--- src/rtl/dino_pkg.sv ---
// dino_pkg: shared types and default screen/physics constants for the dino game.
//   motion_state_t : vertical motion FSM states (grounded / in the air)
//   game_state_t   : game FSM states (running / game over)
//   SCREEN_W/H     : visible resolution of the VGA frame
//   GROUND_Y       : y of the dino's bottom edge when standing on the ground
//   JUMP_V         : launch velocity in pixels per frame
//   GRAVITY        : velocity decrement applied every airborne frame
package dino_pkg;

    typedef enum logic {
        IDLE = 1'b0,
        AIR  = 1'b1
    } motion_state_t;

    typedef enum logic {
        RUN  = 1'b0,
        OVER = 1'b1
    } game_state_t;

    localparam int SCREEN_W = 640;
    localparam int SCREEN_H = 480;
    localparam int GROUND_Y = 400;
    localparam int JUMP_V   = 12;
    localparam int GRAVITY  = 1;

endpackage

--- src/rtl/dino_debounce.sv ---
// dino_debounce: synchronizes and debounces the raw jump button.
//   clk, reset : system clock, synchronous active-high reset
//   button     : raw asynchronous button level
//   rise       : one-cycle pulse when the debounced level goes 0 -> 1
// The debounced level only follows the synchronized input after it has
// disagreed for DEBOUNCE_CYCLES consecutive cycles; any agreeing cycle
// (a bounce back) restarts the count.
module dino_debounce
    import dino_pkg::*;
#(
    parameter int DEBOUNCE_CYCLES = 1_000_000
) (
    input  logic clk,
    input  logic reset,
    input  logic button,
    output logic rise
);

    localparam int CNT_W = (DEBOUNCE_CYCLES > 1) ? $clog2(DEBOUNCE_CYCLES + 1) : 1;
    localparam logic [CNT_W-1:0] CNT_LAST = CNT_W'(DEBOUNCE_CYCLES - 1);

    logic             sync1_q, sync2_q;
    logic             level_q, level_d;
    logic             rise_q,  rise_d;
    logic [CNT_W-1:0] cnt_q,   cnt_d;

    always_comb begin
        level_d = level_q;
        cnt_d   = '0;
        if (sync2_q != level_q) begin
            if (cnt_q == CNT_LAST) begin
                level_d = sync2_q;
            end else begin
                cnt_d = cnt_q + 1'b1;
            end
        end
        rise_d = level_d & ~level_q;
    end

    always_ff @(posedge clk) begin
        if (reset) begin
            sync1_q <= 1'b0;
            sync2_q <= 1'b0;
            level_q <= 1'b0;
            rise_q  <= 1'b0;
            cnt_q   <= '0;
        end else begin
            sync1_q <= button;
            sync2_q <= sync1_q;
            level_q <= level_d;
            rise_q  <= rise_d;
            cnt_q   <= cnt_d;
        end
    end

    assign rise = rise_q;

endmodule

--- src/rtl/dino_motion_ctrl.sv ---
// dino_motion_ctrl: frame-synchronous jump physics and game-state sequencer.
//   clk, reset  : system clock, synchronous active-high reset
//   jump        : raw button level (debounced internally)
//   frame_tick  : one-cycle end-of-screen pulse; motion and score step on it
//   collide     : dino/obstacle overlap, only looked at on frame_tick
//   dino_y      : y of the dino's bottom edge
//   jump_height : GROUND_Y - dino_y
//   airborne    : motion FSM is in AIR
//   game_over   : game FSM is in OVER
//   score       : frames survived, saturating at 0xFFFF
//   update_done : pulses the cycle after frame_tick, once outputs are updated
module dino_motion_ctrl
    import dino_pkg::*;
#(
    parameter int Y_W             = 10,
    parameter int GROUND_Y        = dino_pkg::GROUND_Y,
    parameter int JUMP_V          = dino_pkg::JUMP_V,
    parameter int GRAVITY         = dino_pkg::GRAVITY,
    parameter int DEBOUNCE_CYCLES = 1_000_000
) (
    input  logic           clk,
    input  logic           reset,
    input  logic           jump,
    input  logic           frame_tick,
    input  logic           collide,
    output logic [Y_W-1:0] dino_y,
    output logic [Y_W-1:0] jump_height,
    output logic           airborne,
    output logic           game_over,
    output logic [15:0]    score,
    output logic           update_done
);

    localparam logic [Y_W-1:0]        GROUND_U  = Y_W'(GROUND_Y);
    localparam logic signed [Y_W+1:0] GROUND_S  = (Y_W+2)'(GROUND_Y);
    localparam logic signed [7:0]     JUMP_V_S  = 8'(JUMP_V);
    localparam logic signed [7:0]     GRAVITY_S = 8'(GRAVITY);

    logic press;

    dino_debounce #(
        .DEBOUNCE_CYCLES(DEBOUNCE_CYCLES)
    ) u_debounce (
        .clk   (clk),
        .reset (reset),
        .button(jump),
        .rise  (press)
    );

    motion_state_t         motion_q, motion_d;
    game_state_t           game_q,   game_d;
    logic [Y_W-1:0]        y_q,      y_d;
    logic signed [7:0]     v_q,      v_d;
    logic [15:0]           score_q,  score_d;
    logic                  pending_q, pending_d;
    logic [Y_W-1:0]        jump_height_q;
    logic                  airborne_q, game_over_q, update_done_q;
    logic signed [Y_W+1:0] y_next;

    // Next-state logic for both FSMs, the physics and the score. Collision
    // is checked before motion so a collide tick freezes the pre-tick y even
    // if that tick would have landed the dino.
    always_comb begin
        motion_d  = motion_q;
        game_d    = game_q;
        y_d       = y_q;
        v_d       = v_q;
        score_d   = score_q;
        pending_d = pending_q;
        y_next    = $signed({2'b00, y_q}) - (Y_W+2)'(v_q);

        if (game_q == OVER) begin
            // The restarting press only restarts; it never queues a jump.
            if (press) begin
                game_d    = RUN;
                motion_d  = IDLE;
                y_d       = GROUND_U;
                v_d       = '0;
                score_d   = '0;
                pending_d = 1'b0;
            end
        end else begin
            // Presses are only remembered while grounded: no double jump.
            if (press && motion_q == IDLE) begin
                pending_d = 1'b1;
            end
            if (frame_tick) begin
                if (collide) begin
                    game_d = OVER;
                end else begin
                    if (score_q != 16'hFFFF) begin
                        score_d = score_q + 16'd1;
                    end
                    if (motion_q == IDLE) begin
                        if (pending_d) begin
                            motion_d  = AIR;
                            v_d       = JUMP_V_S;
                            pending_d = 1'b0;
                        end
                    end else begin
                        v_d = v_q - GRAVITY_S;
                        if (y_next >= GROUND_S) begin
                            motion_d = IDLE;
                            y_d      = GROUND_U;
                            v_d      = '0;
                        end else if (y_next[Y_W+1]) begin
                            // Off the top of the screen: pin y, velocity keeps integrating.
                            y_d = '0;
                        end else begin
                            y_d = y_next[Y_W-1:0];
                        end
                    end
                end
            end
        end
    end

    // Single state register; all outputs are registered from next-state values.
    always_ff @(posedge clk) begin
        if (reset) begin
            motion_q      <= IDLE;
            game_q        <= RUN;
            y_q           <= GROUND_U;
            v_q           <= '0;
            score_q       <= '0;
            pending_q     <= 1'b0;
            jump_height_q <= '0;
            airborne_q    <= 1'b0;
            game_over_q   <= 1'b0;
            update_done_q <= 1'b0;
        end else begin
            motion_q      <= motion_d;
            game_q        <= game_d;
            y_q           <= y_d;
            v_q           <= v_d;
            score_q       <= score_d;
            pending_q     <= pending_d;
            jump_height_q <= GROUND_U - y_d;
            airborne_q    <= (motion_d == AIR);
            game_over_q   <= (game_d == OVER);
            update_done_q <= frame_tick;
        end
    end

    assign dino_y      = y_q;
    assign jump_height = jump_height_q;
    assign airborne    = airborne_q;
    assign game_over   = game_over_q;
    assign score       = score_q;
    assign update_done = update_done_q;

endmodule

--- config.mk ---
export PLATFORM = sky130hd
export DESIGN_NAME = dino_motion_ctrl
export DESIGN_NICKNAME = d
export VERILOG_FILES = /design/src/rtl/dino_pkg.sv /design/src/rtl/dino_debounce.sv /design/src/rtl/dino_motion_ctrl.sv
export SDC_FILE = /design/constraint.sdc
export NUM_CORES = 1
export LEC_CHECK = 0
export CAP_MARGIN = 20
export CORE_UTILIZATION = 55
export DETAILED_ROUTE_END_ITERATION = 12
export PLACE_DENSITY = 0.78
export SLEW_MARGIN = 0
export SYNTH_ARGS = -nofsm -noshare
export SYNTH_HDL_FRONTEND = slang
export SYNTH_HIERARCHICAL = 1
export SYNTH_SLANG_ARGS = --single-unit
--- constraint.sdc ---
create_clock -name clk -period 4.4 [get_ports clk]
set_clock_uncertainty 0.05 [all_clocks]
set_input_delay 0.44 -clock clk [delete_from_list [all_inputs] [get_ports clk]]
set_output_delay 0.44 -clock clk [all_outputs]
set_load 0.05 [all_outputs]
# Yosys cells after proc, flatten, opt, wreduce, memory -nomap -nowiden
# Index checks and enable logic that the tools add are counted.
# Widths: inputs -> output; s select.
[totals]
register_bits = 72
latchBits = 0
ramBits = 0
romBits = 0
inputBits = 5
out_inout_bits = 39
elab_cells = 74
mem_count = 0
[op_classes]
add_sub_neg = 5
mul = 0
div_mod_pow = 0
magnitude_cmp = 1
eq_ne = 5
n_shift = 0
muxes = 38
n_bitwise = 4
reduce_logical = 8
[ops]
columns = ["operator", "count"]
rows = [
  ["$mux 16", 5],
  ["$mux 10", 7],
  ["$mux 8", 7],
  ["$add 20x1->20 const B", 1],
  ["$eq 20x20->1 const B", 1],
  ["$mux 1", 19],
  ["$add 16x1->16 const B", 1],
  ["$ne 16x16->1 const B", 1],
  ["$ge 12x10->1 const B", 1],
  ["$sub 11x8->12", 1],
  ["$sub 9x10->10 const A", 1],
  ["$reduce_and 4->1", 2],
  ["$sub 8x2->8 const B", 1],
  ["$ne 2x1->1 const B", 2],
  ["$reduce_bool 2->1", 2],
  ["$not 1->1", 3],
  ["$reduce_and 3->1", 1],
  ["$reduce_bool 3->1", 1],
  ["$reduce_or 3->1", 1],
  ["$and 1x1->1", 1],
  ["$logic_and 1x1->1", 1],
  ["$ne 1x1->1", 1],
]

# Depth between registers and ports, before layout
[logic_depth]
depth_word = 9
mapped_depth = 19
mapped_depth_nobuf = 18

# Hierarchy
# Netlist, hierarchy kept.
[by_module_without_submodules]
columns = ["mod", "n_inst", "cells_each", "area_each_um2", "seq_area_each_um2"]
rows = [
  ["dino_motion_ctrl", 1, 357, 2915.3, 940.9],
  ["dino_debounce", 1, 117, 1041.0, 480.5],
]

# Least setup slack after synthesis
# OpenSTA, ideal clock, no wires.
[synth_timing]
path_kind = "reg2reg"
from = "register y_q[6] (netlist: dino_y[6])"
to = "register jump_height_q[8] (netlist: jump_height[8])"
setup_time_ps = 72
arrival_ps = 3557
required_ps = 4278
slack_ps = 722
stages_incl_launch_ff = 17
n_path_buf = 2
synth_period_minus_slack_ps = 3678
cell_sequence = "dfxtp_1 -> ha_1 -> buf_6 -> a211oi_2 -> nor2_1 -> or2_0 -> or3b_4 -> a41oi_4 -> buf_4 -> and2_1 -> a22oi_1 -> ha_1 -> nand3_1 -> a31o_2 -> nand2_1 -> a21oi_1 -> mux2i_1"
[synth_between]
elab_chain_len = 8
elab_cells_between_ends = 10
cone_classes = "2 x add/sub; 1 x order compare; 7 x mux"
[synth_rtl]
columns = ["item", "line", "rtl"]
rows = [
  ["start: declaration", "dino_motion_ctrl.sv:52", "logic [Y_W-1:0] y_q, y_d;"],
  ["start signal: assignment", "dino_motion_ctrl.sv:134", "y_q <= y_d;"],
  ["$sub 11x8->12", "dino_motion_ctrl.sv:70", "y_next = $signed({2'b00, y_q}) - (Y_W+2)'(v_q);"],
  ["$ge 12x10->1 / $mux 10 (equally long branches)", "dino_motion_ctrl.sv:102, dino_motion_ctrl.sv:106", ""],
  ["$mux 10", "dino_motion_ctrl.sv:102", "if (y_next >= GROUND_S) begin"],
  ["$mux 10", "dino_motion_ctrl.sv:94", "if (motion_q == IDLE) begin"],
  ["$mux 10", "dino_motion_ctrl.sv:88", "if (collide) begin"],
  ["$mux 10", "dino_motion_ctrl.sv:87", "if (frame_tick) begin"],
  ["$mux 10 *", "dino_motion_ctrl.sv:72", "if (game_q == OVER) begin"],
  ["$sub 9x10->10 *", "dino_motion_ctrl.sv:138", "jump_height_q <= GROUND_U - y_d;"],
  ["end signal: assignment", "dino_motion_ctrl.sv:138", ""],
  ["end: declaration", "dino_motion_ctrl.sv:56", "logic [Y_W-1:0] jump_height_q;"],
]
# Mark *: on every way between the ends. The rest lies on a longest branch, timed or not.
# A chain may end at the register's enable or synchronous reset.

# Worst setup path after layout
[layout_timing]
from = "register y_q[0] (netlist: dino_y[0])"
to = "register jump_height_q[8] (netlist: jump_height[8])"
# The elaborated chain is that of the path after synthesis.

==> results.py <==
metrics = {
    "detailed_routing": {
        "wirelength_um": 8711,
        "firstDrtPassIters": 4,
        "vias_per_cell": 5.774,
        "ant_nets": 0,
        "num_vias": 3557,
        "drt_iter0_drc": 198,
        "drc": 0,
        "wl_per_cell_um": 14.14,
    },
    "status": {
        "status": "complete, no violations",
    },
    "sta": {
        "final_max_slew_viol_count": 0,
        "period_share_pct": 91.35,
        "setup_tns_ns": 0,
        "max_slew_margin_pct": 53.99,
        "period_needed_ns": 4.019,
        "hold_violations": 0,
        "fmax_mhz": 248.8,
        "worstMarginPinSlew_ns": 0.6879,
        "rsz0062_at_grt": "false",
        "setup_viol": 0,
    },
    "cts": {
        "clk_pin_slew_ns": 0.08,
        "cts_setup_buffers": 0,
        "cts_resized": 0,
        "cts_root_buf": "clkbuf_8",
        "insertion_delay_ns": 0.35,
        "cts_max_level": 3,
        "numCtsBuffers": 9,
        "hold_buffers": 0,
        "max-clock-path-buffers": 2,
        "cts.sinks": 71,
        "cts_tree": "built",
    },
    "critical_path": {
        "crit_path_frequent_cell": "a21oi_1",
        "path_buf_inv": 2,
        "cp-start-kind": "register",
        "slowest_delay_ns": 0.48,
        "worstSetupPathType": "register to register",
        "cpLargestDelayFamily": "compound AO/OA/AOI/OAI gates",
        "crit_path_top_delay_cell": "a41oi_4",
        "endpoint_kind": "register",
        "path_max_fanout": 13,
        "path_cells": "inv_1, ha_1, inv_1, fa_1, a21oi_1, o21ai_1, a211oi_1, o221ai_1, a41oi_4, nand2_1, nor2_1, a21oi_1, ha_1, nand3_1, a31o_2, nand2_1, a21oi_1, mux2i_1",
        "crit_arrival_ns": 4.25,
        "cp.required_ns": 4.63,
    },
    "power_and_ir_drop": {
        "p_int_uw": 924.6,
        "pwr_density_cell_mw_per_mm2": 260.8,
        "power_switching_uw": 286.2,
        "netSwitchingFraction_pct": 23.63,
        "max-vdd-ir-drop_mv": 0.2188,
        "p_seq_share_pct": 53.6,
        "p_leak_uw": 0.001623,
        "p_comb_share_pct": 3.0,
        "power_frac_clock_pct": 43.4,
    },
    "global_route": {
        "grt_max_degree": 20,
        "overflow": 0,
        "grt_pass1_vias": 3143,
        "track_usage_pct": 24.43,
        "grt_first_pass_wirelength_um": 14610,
        "antenna_found_initial": 0,
    },
    "placement": {
        "dp_cells": 600,
        "gp_congestion": 0.9030,
        "portBuffers": 43,
        "dp_hpwl_um": 6279,
    },
    "layout": {
        "drive_gt1_share_pct": 6.731,
        "area_growth_syn_to_layout_pct": 17.33,
        "nets": 536,
        "fillers": 581,
        "layout_commonest_cell": "dfxtp_1",
        "postLayoutCoreUtil_pct": 67.58,
        "layout_common_cells": "71 x dfxtp_1, 55 x nor2_1, 43 x clkdlybuf4s50_1",
        "n_antenna_cell": 0,
        "instances_no_fill": 616,
    },
    "logic_synthesis": {
        "seq_area_frac_synth_pct": 35.93,
        "yosysTopAreaCell": "dfxtp_1",
        "yosys.cell_types.count": 68,
        "synthArstFlopShare_pct": 0,
        "synth_nets": 495,
        "synthCells": 474,
        "dominantRegCellSynth": "dfxtp_1",
        "ys_warn_count": 6,
        "synth_edf_count": 0,
        "ys_top_cells_by_area": "dfxtp_1 36%, nor2_1 5.2%, ha_1 4.7%",
        "syn_area_mm2": 0.003956,
        "yosys.area.top_type_share_pct": 35.93,
        "postSynthAreaPerCell_um2": 8.347,
        "synth-seq-cells": 71,
    },
    "die": {
        "die_width_um": 86.82,
        "rows": 30,
        "dieArea_mm2": 0.007537,
        "initial_utilization_pct": 57.60,
        "ios": 44,
        "core_mm2": 0.006869,
        "die_h_um": 86.82,
    },
    "worst_hold_path": {
        "hold_path_class": "register to register",
    },
    "job": {
        "drv_cap": 0,
    },
}
layout make-up:
| type | count | area [µm²] | share of cell area [%] |
|---|---|---|---|
| repair buffers | 45 | 445.4 | 9.596 |
| inverters | 20 | 75.07 | 1.617 |
| clock inverters | 6 | 70.07 | 1.509 |
| well taps | 96 | 120.1 | 2.588 |
| clock buffers | 10 | 127.6 | 2.749 |
| flip-flops and latches | 71 | 1421 | 30.62 |
| multi-input cells | 368 | 2382 | 51.32 |
kinds of logic after synthesis:
kind of cell	Yosys count	synth area share (%)
compound gates	107	18.98
xor+xnor	32	7.084
fa+ha+maj	16	5.250
buf+inv	35	3.858
flops	71	35.93
mux	4	1.044
simple gates	209	27.86
sequential cells by signal, indices dropped and copies added, names as in the netlist:
| signal | count |
|---|---|
| airborne | 1 |
| dino_y | 10 |
| game_over | 1 |
| jump_height | 9 |
| pending_q | 1 |
| score | 16 |
| u_debounce/cnt_q | 20 |
| u_debounce/level_q | 1 |
| u_debounce/rise | 1 |
| u_debounce/sync1_q | 1 |
| u_debounce/sync2_q | 1 |
| update_done | 1 |
| v_q | 8 |
final timing paths:
path                      startpoint            endpoint  slack, ns  depth (start not counted)
hold / removal    u_debounce/sync1_q  u_debounce/sync2_q       0.40                          1
setup / recovery           dino_y[0]      jump_height[8]       0.38                         18
setup reg to reg           dino_y[0]      jump_height[8]       0.38                         18
hold reg to reg   u_debounce/sync1_q  u_debounce/sync2_q       0.40                          1
cell usage after synthesis, types with 4 or more instances:
master,number
dfxtp_1,71
nor2_1,55
nand2_1,40
a21oi_1,37
nand3_1,21
inv_1,20
xnor2_1,18
or3_1,16
ha_1,15
o21ai_0,15
xor2_1,14
nand4_1,12
nor2b_1,10
nor3_1,8
o21ai_1,8
clkbuf_1,7
a21o_1,6
and3_1,6
buf_2,5
nand2b_1,5
o211ai_1,5
or4_1,5
a211oi_1,4
nand3b_1,4
o31ai_1,4
through the flow:
step	power (µW)	hold WS, ns	setup slack [ns]	instance area [µm²]
floorplan	686.6	0.3638	0.7215	3956
global placement	700.0	0.3734	0.7023	4444
detailed placement	700.5	0.3797	0.5140	4444
CTS	1221	0.3934	0.4275	4642
global route	1254	0.4130	0.1454	4642
finish	1211	0.3954	0.3806	4642
routing by layer:
layer | up-vias | global-route usage (%) | routed length, µm
met5 | - | 0 | 0
met4 | 0 | 8.333 | 114
met3 | 13 | 4.571 | 356
met2 | 90 | 37.22 | 3887
met1 | 1673 | 34.60 | 4353
li1 | 1781 | - | -
power groups by stage:
| stage | Clock (µW) | Sequential (µW) | Combinational (µW) |
|---|---|---|---|
| global route | 565 | 649 | 39.7 |
| floorplan | 0 | 671 | 15.8 |
| global placement | 0 | 664 | 36.2 |
| CTS | 535 | 649 | 36.9 |
| detailed placement | 0 | 664 | 36.6 |
| finish | 526 | 649 | 36.5 |
No activity file was read; power rests on OpenSTA's default activity.
